## src/rtl/instr_encoder_pkg.sv

```systemverilog
// Shared encodings for the instruction encoder: format codes, base opcodes,
// FSM state encoding and the combinational field packer.
package instr_encoder_pkg;

   typedef enum logic [2:0] {
      FMT_R   = 3'd0,
      FMT_I   = 3'd1,
      FMT_S   = 3'd2,
      FMT_B   = 3'd3,
      FMT_U   = 3'd4,
      FMT_J   = 3'd5,
      FMT_ISH = 3'd6,
      FMT_RSV = 3'd7
   } fmt_e;

   localparam logic [6:0] OP_R      = 7'h33;
   localparam logic [6:0] OP_I      = 7'h13;
   localparam logic [6:0] OP_LOAD   = 7'h03;
   localparam logic [6:0] OP_STORE  = 7'h23;
   localparam logic [6:0] OP_BRANCH = 7'h63;
   localparam logic [6:0] OP_JAL    = 7'h6F;
   localparam logic [6:0] OP_JALR   = 7'h67;
   localparam logic [6:0] OP_LUI    = 7'h37;
   localparam logic [6:0] OP_AUIPC  = 7'h17;

   typedef enum logic [1:0] {
      ST_IDLE  = 2'd0,
      ST_LOAD  = 2'd1,
      ST_DRAIN = 2'd2,
      ST_DONE  = 2'd3
   } state_e;

   // Branch/jump offsets must be halfword aligned; reserved formats never encode.
   function automatic logic beat_dropped(input fmt_e fmt, input logic imm_lsb);
      return (fmt == FMT_RSV) || (((fmt == FMT_B) || (fmt == FMT_J)) && imm_lsb);
   endfunction

   function automatic logic [31:0] encode(
      input fmt_e        fmt,
      input logic [6:0]  opcode,
      input logic [4:0]  rd,
      input logic [4:0]  rs1,
      input logic [4:0]  rs2,
      input logic [2:0]  funct3,
      input logic [6:0]  funct7,
      input logic [31:0] imm
   );
      logic [31:0] w;
      w = '0;
      case (fmt)
         FMT_R:   w = {funct7, rs2, rs1, funct3, rd, opcode};
         FMT_I:   w = {imm[11:0], rs1, funct3, rd, opcode};
         FMT_ISH: w = {funct7, imm[4:0], rs1, funct3, rd, opcode};
         FMT_S:   w = {imm[11:5], rs2, rs1, funct3, imm[4:0], opcode};
         FMT_B:   w = {imm[12], imm[10:5], rs2, rs1, funct3, imm[4:1], imm[11], opcode};
         FMT_U:   w = {imm[31:12], rd, opcode};
         FMT_J:   w = {imm[20], imm[10:1], imm[11], imm[19:12], rd, opcode};
         default: w = '0;
      endcase
      return w;
   endfunction

endpackage

```

## src/rtl/instr_encoder_fifo.sv

```systemverilog
// Encoded-word buffer: DEPTH x 32 circular FIFO with an extra pointer bit
// to tell full from empty. Head word is presented combinationally.
module enc_fifo #(
   parameter int DEPTH = 4
) (
   input  logic        clk,
   input  logic        rst,
   input  logic        push_i,
   input  logic [31:0] wdata_i,
   input  logic        pop_i,
   output logic [31:0] rdata_o,
   output logic        full_o,
   output logic        empty_o
);
   localparam int AW = $clog2(DEPTH);

   logic [31:0] mem_q [DEPTH];
   logic [AW:0] wr_ptr_q, wr_ptr_d;
   logic [AW:0] rd_ptr_q, rd_ptr_d;

   assign empty_o = (wr_ptr_q == rd_ptr_q);
   assign full_o  = (wr_ptr_q[AW] != rd_ptr_q[AW]) && (wr_ptr_q[AW-1:0] == rd_ptr_q[AW-1:0]);
   assign rdata_o = mem_q[rd_ptr_q[AW-1:0]];

   always_comb begin
      wr_ptr_d = wr_ptr_q;
      rd_ptr_d = rd_ptr_q;
      if (push_i && !full_o) wr_ptr_d = wr_ptr_q + 1'b1;
      if (pop_i && !empty_o) rd_ptr_d = rd_ptr_q + 1'b1;
   end

   always_ff @(posedge clk) begin
      if (rst) begin
         wr_ptr_q <= '0;
         rd_ptr_q <= '0;
      end else begin
         wr_ptr_q <= wr_ptr_d;
         rd_ptr_q <= rd_ptr_d;
      end
   end

   always_ff @(posedge clk) begin
      if (push_i && !full_o) mem_q[wr_ptr_q[AW-1:0]] <= wdata_i;
   end

endmodule

```

## src/rtl/instr_encoder.sv

```systemverilog
// Session-based instruction encoder: packs instruction fields into 32-bit
// words, buffers them and streams them to instruction memory by byte address.
//
// state    | meaning
// ST_IDLE  | waiting for start
// ST_LOAD  | accepting instruction beats until in_last
// ST_DRAIN | no more input; emptying the buffer to memory
// ST_DONE  | one-cycle completion pulse
module instr_encoder
   import instr_encoder_pkg::*;
#(
   parameter int ADDR_W = 10,
   parameter int DEPTH  = 4
) (
   input  logic              clk,
   input  logic              rst,
   input  logic              start,
   input  logic [ADDR_W-1:0] base_addr,
   input  logic              in_valid,
   output logic              in_ready,
   input  logic              in_last,
   input  logic [2:0]        in_fmt,
   input  logic [6:0]        in_opcode,
   input  logic [4:0]        in_rd,
   input  logic [4:0]        in_rs1,
   input  logic [4:0]        in_rs2,
   input  logic [2:0]        in_funct3,
   input  logic [6:0]        in_funct7,
   input  logic [31:0]       in_imm,
   output logic              wr_valid,
   input  logic              wr_ready,
   output logic [ADDR_W-1:0] wr_addr,
   output logic [31:0]       wr_data,
   output logic              busy,
   output logic              done,
   output logic              err,
   output logic [ADDR_W-1:0] count
);
   state_e            state_q, state_d;
   logic [ADDR_W-1:0] wr_addr_q, wr_addr_d;
   logic [ADDR_W-1:0] count_q, count_d;
   logic              err_q, err_d;
   logic              fifo_full, fifo_empty;
   logic [31:0]       fifo_rdata, enc_word;
   logic              start_acc, accept, dropped, push, pop;

   assign start_acc = (state_q == ST_IDLE) && start;
   assign in_ready  = (state_q == ST_LOAD) && !fifo_full;
   assign accept    = in_valid && in_ready;
   assign dropped   = beat_dropped(fmt_e'(in_fmt), in_imm[0]);
   assign push      = accept && !dropped;
   assign enc_word  = encode(fmt_e'(in_fmt), in_opcode, in_rd, in_rs1, in_rs2,
                             in_funct3, in_funct7, in_imm);

   // The FIFO head is the write port, so a stalled write holds naturally.
   assign wr_valid  = !fifo_empty;
   assign pop       = wr_valid && wr_ready;
   assign wr_data   = wr_valid ? fifo_rdata : '0;
   assign wr_addr   = wr_addr_q;
   assign count     = count_q;
   assign err       = err_q;
   assign busy      = (state_q == ST_LOAD) || (state_q == ST_DRAIN);
   assign done      = (state_q == ST_DONE);

   enc_fifo #(.DEPTH(DEPTH)) u_fifo (
      .clk     (clk),
      .rst     (rst),
      .push_i  (push),
      .wdata_i (enc_word),
      .pop_i   (pop),
      .rdata_o (fifo_rdata),
      .full_o  (fifo_full),
      .empty_o (fifo_empty)
   );

   always_comb begin
      state_d = state_q;
      case (state_q)
         ST_IDLE:  if (start) state_d = ST_LOAD;
         ST_LOAD:  if (accept && in_last) state_d = ST_DRAIN;
         ST_DRAIN: if (fifo_empty) state_d = ST_DONE;
         ST_DONE:  state_d = ST_IDLE;
         default:  state_d = ST_IDLE;
      endcase
   end

   always_comb begin
      wr_addr_d = wr_addr_q;
      count_d   = count_q;
      err_d     = err_q;
      if (start_acc) begin
         wr_addr_d = base_addr;
         count_d   = '0;
         err_d     = 1'b0;
      end else begin
         if (pop) begin
            wr_addr_d = wr_addr_q + ADDR_W'(4);
            count_d   = count_q + ADDR_W'(1);
         end
         if (accept && dropped) err_d = 1'b1;
      end
   end

   always_ff @(posedge clk) begin
      if (rst) begin
         state_q   <= ST_IDLE;
         wr_addr_q <= '0;
         count_q   <= '0;
         err_q     <= 1'b0;
      end else begin
         state_q   <= state_d;
         wr_addr_q <= wr_addr_d;
         count_q   <= count_d;
         err_q     <= err_d;
      end
   end

endmodule

```

## config.mk

```make
export PLATFORM = sky130hd
export DESIGN_NAME = instr_encoder
export DESIGN_NICKNAME = d
export VERILOG_FILES = /design/src/rtl/instr_encoder_pkg.sv /design/src/rtl/instr_encoder_fifo.sv /design/src/rtl/instr_encoder.sv
export SDC_FILE = /design/constraint.sdc
export NUM_CORES = 1
export LEC_CHECK = 0
export ABC_AREA = 1
export CAP_MARGIN = 5
export CORE_MARGIN = 8
export CORE_UTILIZATION = 52
export DETAILED_ROUTE_END_ITERATION = 10
export PLACE_DENSITY = 0.87
export SLEW_MARGIN = 20
export SYNTH_ARGS = -nofsm -noshare
export SYNTH_HDL_FRONTEND = slang
export SYNTH_SLANG_ARGS = --single-unit
```

## constraint.sdc

```tcl
create_clock -name clk -period 3.83 [get_ports clk]
set_input_delay 0.9575 -clock clk [delete_from_list [all_inputs] [get_ports clk]]
set_output_delay 0.9575 -clock clk [all_outputs]
set_load 0.005 [all_outputs]
```

==> results of run 1 <==
==> sequential cells by signal (all words and copies together), names as in the netlist, named ones only <==
register,count
count,10
u_fifo.mem_q,128
err,1
u_fifo.wr_ptr_q,3
u_fifo.rd_ptr_q,3
state_q,2
wr_addr,10
==> metal layers <==
| metal | part of all wire | GRT usage |
|---|---|---|
| met1 | 0.37 | 0.229 |
| met2 | 0.52 | 0.367 |
| met3 | 0.074 | 0.0435 |
| met4 | 0.030 | 0.109 |
| met5 | 0 | 0 |
==> final cells by class <==
type / instances / area, sq um
Multi-Input combinational cell: 479 / 2370
Clock inverter: 11 / 183
Clock buffer: 21 / 440
Timing Repair Buffer: 154 / 1530
Sequential cell: 159 / 4470
Fill cell: 968 / 4220
Tap cell: 180 / 225
Inverter: 91 / 342
==> logic make-up after synthesis <==
group                    after synthesis  share of synthesized area
XOR/XNOR                               8                    0.00960
AND/OR/NAND/NOR                      343                      0.191
AO/OA/AOI/OAI                        116                     0.0989
flip-flops                           159                      0.612
adder cells (fa/ha/maj)               12                     0.0206
buffers and inverters                123                     0.0679
==> stage by stage <==
step / hold slack, ns / cell area [sq um] / power [mW] / cells
finish: 0.484 / 9550 / 6.01 / 1095
global route: 0.526 / 9550 / 6.32 / 1095
CTS: 0.491 / 9550 / 6.04 / 1095
detailed placement: 0.476 / 8930 / 4.25 / 1063
global placement: 0.462 / 8930 / 4.19 / 1063
floorplan: 0.460 / 7300 / 3.26 / 761
==> worst register-to-register path, stage by stage, from the launching register on <==
cell and delay [ns]:
dfxtp_1 0.40, inv_1 0.12, nand2_1 0.08, nand2_1 0.08, nand3_1 0.16, nand3_1 0.18, inv_1 0.15, nand2_2 0.18
nor2_4 0.37, buf_12 0.25
==> where the power goes <==
group | internal [mW] | total [mW] | switching [mW]
clock | 1.10 | 1.77 | 0.671
combinational | 0.961 | 2.11 | 1.15
sequential | 2.03 | 2.13 | 0.108
total | 4.09 | 6.01 | 1.93
==> cells in the final DEF (no fill, tap or decap), drive strengths merged, types with 4 or more instances in the layout <==
cell	n
nor2	147
nand2	140
clkdlybuf4s50	139
edfxtp	128
inv	92
o21ai	57
nand3	43
o32ai	32
dfxtp	31
a21oi	22
clkbuf	21
buf	15
ha	12
nor3	7
xor2	7
clkinv	5
bufinv	4
==> how the worst max path moves through the flow <==
stage / to / slack (ns) / depth (start not counted)
2_1_floorplan: u_fifo.mem_q[2][0]$_DFFE_PP_ / 0.45 / 8
3_3_place_gp: u_fifo.mem_q[1][7]$_DFFE_PP_ / 0.62 / 10
3_5_place_dp: u_fifo.mem_q[1][10]$_DFFE_PP_ / 0.51 / 9
4_1_cts: wr_data[23] / 0.30 / 6
5_1_grt: wr_data[1] / 0.16 / 8
6_report: wr_data[23] / 0.28 / 6
==> results by group, run 1 <==
Yosys
  – Syn Inst Count: 761
  – Count leader, synth: nor2_1
  – Mean post-synth cell area: 9.59 sq um
  – Ys flop type: edfxtp_1
  – Yosys warning count: 0
  – Post-synth EDFFs: 128
  – Share of the synthesized area in the top cell type: 0.527
  – Register area share after synthesis: 0.612
  – Synth async-reset ratio: 0
  – Cell variety after synth: 31
  – Cell Area, Synth: 7300 sq um
  – Register bit count reported by yosys: 159
  – Syn nets: 856
  – Top cells by area, synth: edfxtp_1, dfxtp_1, nor2_1
  – Commonest cells post-synth: nor2_1, nand2_1, edfxtp_1, inv_1, o21ai_0
  – Cell taking the most area after synthesis: edfxtp_1

Drt
  – Via Count: 5927
  – WL per Instance: 17.0 um
  – 1st-iter DRT viols: 598
  – DR DRC count: 0
  – Mean number of vias per cell: 5.41
  – Total wire length: 18.6 mm
  – Drt pass-1 iters: 8
  – ANT nets after route: 0

Hold path
  – Hold Crit Endpoint: wr_addr[1]$_SDFFE_PP0P_
  – HP Class: flop to flop
  – Worst hold path depth: 2
  – Hold Crit Start: wr_addr[1]$_SDFFE_PP0P_

Global route
  – Largest net degree at the start of global routing: 65
  – GRT Util Overall: 0.207
  – Antenna violations before repair: 0
  – Number of global-route vias before repair: 5965
  – First-pass GRT wire length: 29.4 mm
  – Remaining global-route overflow: 0

CTS
  – Clk sinks: 159
  – H-tree levels: 4
  – Root Buffer: clkbuf_16
  – Postcts setup bufs: 0
  – Num CTS Buffers: 17
  – Skew-Pair Late Insertion Delay: 0.42 ns
  – Clock slew at reported path FFs: 0.06 ns
  – Clock buffer depth: 2
  – CTS tree: yes
  – Post-CTS sizing: 0
  – CTS Hold Buffers Added: 0

Worst setup path
  – Worst r2r path cells: 9
  – CP endpoint kind: output port
  – Max incr delay on CP: 0.53 ns
  – Worst r2r src: u_fifo.wr_ptr_q[0]$_SDFFE_PP0N_
  – R2R Setup Slk: 1.57 ns
  – Worst endpoint required time: 2.87 ns
  – CP cell instances: buf_4 -> nor2_1 -> o32ai_1 -> nand2_1 -> inv_1 -> clkdlybuf4s50_1
  – CP startpoint kind: flop
  – RR Endpoint: u_fifo.mem_q[1][3]$_DFFE_PP_
  – Kind of critical path: flop to output port
  – Critical path's slowest cell: clkdlybuf4s50_1
  – Critical path arrival: 2.60 ns
  – Crit Path Max Fanout: 64
  – CP top delay family: buffers and inverters
  – CP bufs+invs: 3

STA
  – Setup violators final: 0
  – Setup ws final: 0.276 ns
  – Setup total negative slack: 0 ns
  – RSZ-0062 raised after global routing: no
  – Fin crit period: 3.55 ns
  – Peak Freq: 0.281 GHz
  – Worst-Margin Slew: 0.638 ns
  – Skew final: 0.00650 ns
  – Final hold vios: 0
  – Max-slew headroom: 0.574
  – Final period util: 0.928
  – Max Slew Vio Count: 0

Cells and area
  – NumNets Final: 997
  – Post-layout util: 0.693
  – Area Overhead vs Synth: 30.9%
  – Fraction of layout instances using a drive strength above 1: 0.0678
  – N_diodes: 0

Placement
  – Post-detail-place hpwl: 12.5 mm
  – Dpl ws: 0.511 ns
  – GP Congestion: 0.896
  – # port buffers: 139

Power and ir drop
  – Power Density: 630 nW/um^2
  – Static Leak: 3.76 nW
  – Peak supply drop: 0.408 mV

Die
  – I/O Pins: 140
  – Row cnt: 43
  – CORE AREA: 13800 sq um
  – Die Y: 134 um
  – Die width: 134 um
  – Die Footprint: 18100 sq um
  – Initial Util: 0.530

Status
  – Status: finished clean

Flow run
  – # Max-Cap Violations: 0
Note: power is estimated with default switching activity, not from simulation.
==> inputs of run 2 (changes only) <==
--- a/config.mk
+++ b/config.mk
@@ -7,7 +7,6 @@
 export LEC_CHECK = 0
 export ABC_AREA = 1
 export CAP_MARGIN = 5
-export CORE_MARGIN = 8
 export CORE_UTILIZATION = 52
 export DETAILED_ROUTE_END_ITERATION = 10
 export PLACE_DENSITY = 0.87
==> results by group, run 2 (synthesis results as in run 1) <==
Status
  – Status: finished clean (unchanged)

Drt
  – Total wire length: 17.8 mm (was 18.6 mm)
  – Drt pass-1 iters: 5 (was 8)
  – Via Count: 5963 (was 5927)
  – ANT nets after route: 0 (unchanged)
  – WL per Instance: 16.3 um (was 17.0 um)
  – DR DRC count: 0 (unchanged)
  – 1st-iter DRT viols: 589 (was 598)
  – Mean number of vias per cell: 5.48 (was 5.41)

Die
  – Die Y: 120 um (was 134 um)
  – Die Footprint: 14500 sq um (was 18100 sq um)
  – I/O Pins: 140 (unchanged)
  – Initial Util: 0.543 (was 0.530)
  – Die width: 120 um (was 134 um)
  – Row cnt: 42 (was 43)
  – CORE AREA: 13500 sq um (was 13800 sq um)

STA
  – Max-slew headroom: 0.353 (was 0.574)
  – Final Hold Slack: 0.497 ns (was 0.484 ns)
  – Peak Freq: 0.282 GHz (was 0.281 GHz)
  – RSZ-0062 raised after global routing: no (unchanged)
  – Setup total negative slack: 0 ns (unchanged)
  – Final hold vios: 0 (unchanged)
  – Fin crit period: 3.55 ns (about the same)
  – Skew final: 0.00719 ns (was 0.00650 ns)
  – Worst-Margin Slew: 0.971 ns (was 0.638 ns)
  – Final period util: 0.927 (was 0.928)
  – Max Slew Vio Count: 0 (unchanged)
  – Setup violators final: 0 (unchanged)

Worst setup path
  – Kind of critical path: flop to output port (unchanged)
  – CP endpoint kind: output port (unchanged)
  – Critical path's slowest cell: dfxtp_2 (was clkdlybuf4s50_1)
  – Crit Path Max Fanout: 54 (was 64)
  – Critical path arrival: 2.59 ns (was 2.60 ns)
  – Max incr delay on CP: 0.95 ns (was 0.53 ns)
  – CP startpoint kind: flop (unchanged)
  – R2R Setup Slk: 1.62 ns (was 1.57 ns)
  – CP cell instances: o21ai_0 -> o32ai_1 -> nand2_1 -> inv_1 -> clkdlybuf4s50_1 (was buf_4 -> nor2_1 -> o32ai_1 -> nand2_1 -> inv_1 -> clkdlybuf4s50_1)
  – Worst endpoint required time: 2.87 ns (about the same)

CTS
  – Root Buffer: clkbuf_16 (unchanged)
  – CTS Hold Buffers Added: 0 (unchanged)
  – Clock slew at reported path FFs: 0.06 ns (about the same)
  – CTS tree: yes (unchanged)
  – Postcts setup bufs: 0 (unchanged)
  – Clock buffer depth: 2 (unchanged)
  – H-tree levels: 4 (unchanged)
  – Clk sinks: 159 (unchanged)
  – Post-CTS sizing: 0 (unchanged)
  – Skew-Pair Late Insertion Delay: 0.42 ns (about the same)
  – Num CTS Buffers: 17 (unchanged)

Cells and area
  – Post-layout util: 0.707 (was 0.693)
  – NumNets Final: 995 (was 997)
  – Commonest non-fill, non-tap cell in the layout: nor2_1 (unchanged)
  – Layout Cells excl Fill: 1089 (was 1095)
  – Commonest cells after routing, fill and taps aside: nor2_1, clkdlybuf4s50_1, nand2_1 (unchanged)
  – Fraction of layout instances using a drive strength above 1: 0.0679 (was 0.0678)
  – Max reg flops: 128 (unchanged)
  – Area Overhead vs Synth: 30.3% (was 30.9%)
  – N_diodes: 0 (unchanged)

Power and ir drop
  – Final Power: 5.87 mW (was 6.01 mW)
  – Peak supply drop: 0.361 mV (was 0.408 mV)
  – Power Density: 618 nW/um^2 (was 630 nW/um^2)
  – Static Leak: 3.73 nW (was 3.76 nW)

Global route
  – Number of global-route vias before repair: 5783 (was 5965)
  – Antenna violations before repair: 0 (unchanged)
  – GRT Util Overall: 0.256 (was 0.207)
  – Remaining global-route overflow: 0 (unchanged)
  – Largest net degree at the start of global routing: 65 (unchanged)
  – First-pass GRT wire length: 28.4 mm (was 29.4 mm)

Placement
  – GP Congestion: 0.920 (was 0.896)
  – Post-detail-place hpwl: 11.7 mm (was 12.5 mm)
  – Placed Cells: 1057 (was 1063)
  – # port buffers: 139 (unchanged)

Flow run
  – # Max-Cap Violations: 0 (unchanged)

Hold path
  – HP Class: flop to flop (unchanged)
run 2: cell types whose count changed in the layout (fill, tap and decap cells not counted):
cell | previous run | this run
clkinvlp_2 | 0 | 1
bufinv_16 | 4 | 2
buf_12 | 2 | 4
clkbuf_1 | 4 | 2
clkinv_2 | 0 | 3
clkinvlp_4 | 1 | 3
buf_4 | 13 | 9
clkinv_4 | 4 | 2
run 2: worst paths after layout:
| kind | endpoint | from | cells past startpoint |
|---|---|---|---|
| max | wr_data[18] | flop | 5 |
| min | wr_addr[0]$_SDFFE_PP0P_ | wr_addr[0]$_SDFFE_PP0P_ | 2 |
| max reg2reg | count[6]$_SDFFE_PP0P_ | u_fifo.wr_ptr_q[0]$_SDFFE_PP0N_ | 10 |
| min reg2reg | wr_addr[0]$_SDFFE_PP0P_ | wr_addr[0]$_SDFFE_PP0P_ | 2 |
run 2: power breakdown:
part / internal, mW / total (mW) / switching (mW)
Clock: 0.961 / 1.64 / 0.677
Sequential: 2.03 / 2.17 / 0.149
Combinational: 0.978 / 2.06 / 1.08
run 2: layer usage:
layer / GRT usage / vias up / wire [um]
met3: 0.0557 / 37 / 1080
li1: - / 2848 / -
met5: 0 / - / 0
met4: 0.113 / 0 / 462
met2: 0.450 / 250 / 9280
met1: 0.302 / 2828 / 6980
run 2: area by class of cell:
type / count / area (sq um)
clock buffer: 19 / 433
clock inverter: 13 / 140
fill: 962 / 3950
inverter: 91 / 342
multi-input combinational: 479 / 2370
sequential: 159 / 4470
tap: 176 / 220
timing repair buffer: 152 / 1540
run 2: critical path: cells and delay by family, from the launching register on:
| family | cells | cell delay, ns |
|---|---|---|
| buf+inv | 2 | 0.55 |
| flops | 1 | 0.95 |
| compound gates | 2 | 0.53 |
| simple gates | 1 | 0.10 |
run 2: through the flow:
stage	setup slack, ns	instance area [sq um]
floorplan	0.447	7300
global placement	0.768	8930
CTS	0.296	9510
global route	0.0622	9510
detailed placement	0.672	8930
finish	0.280	9510
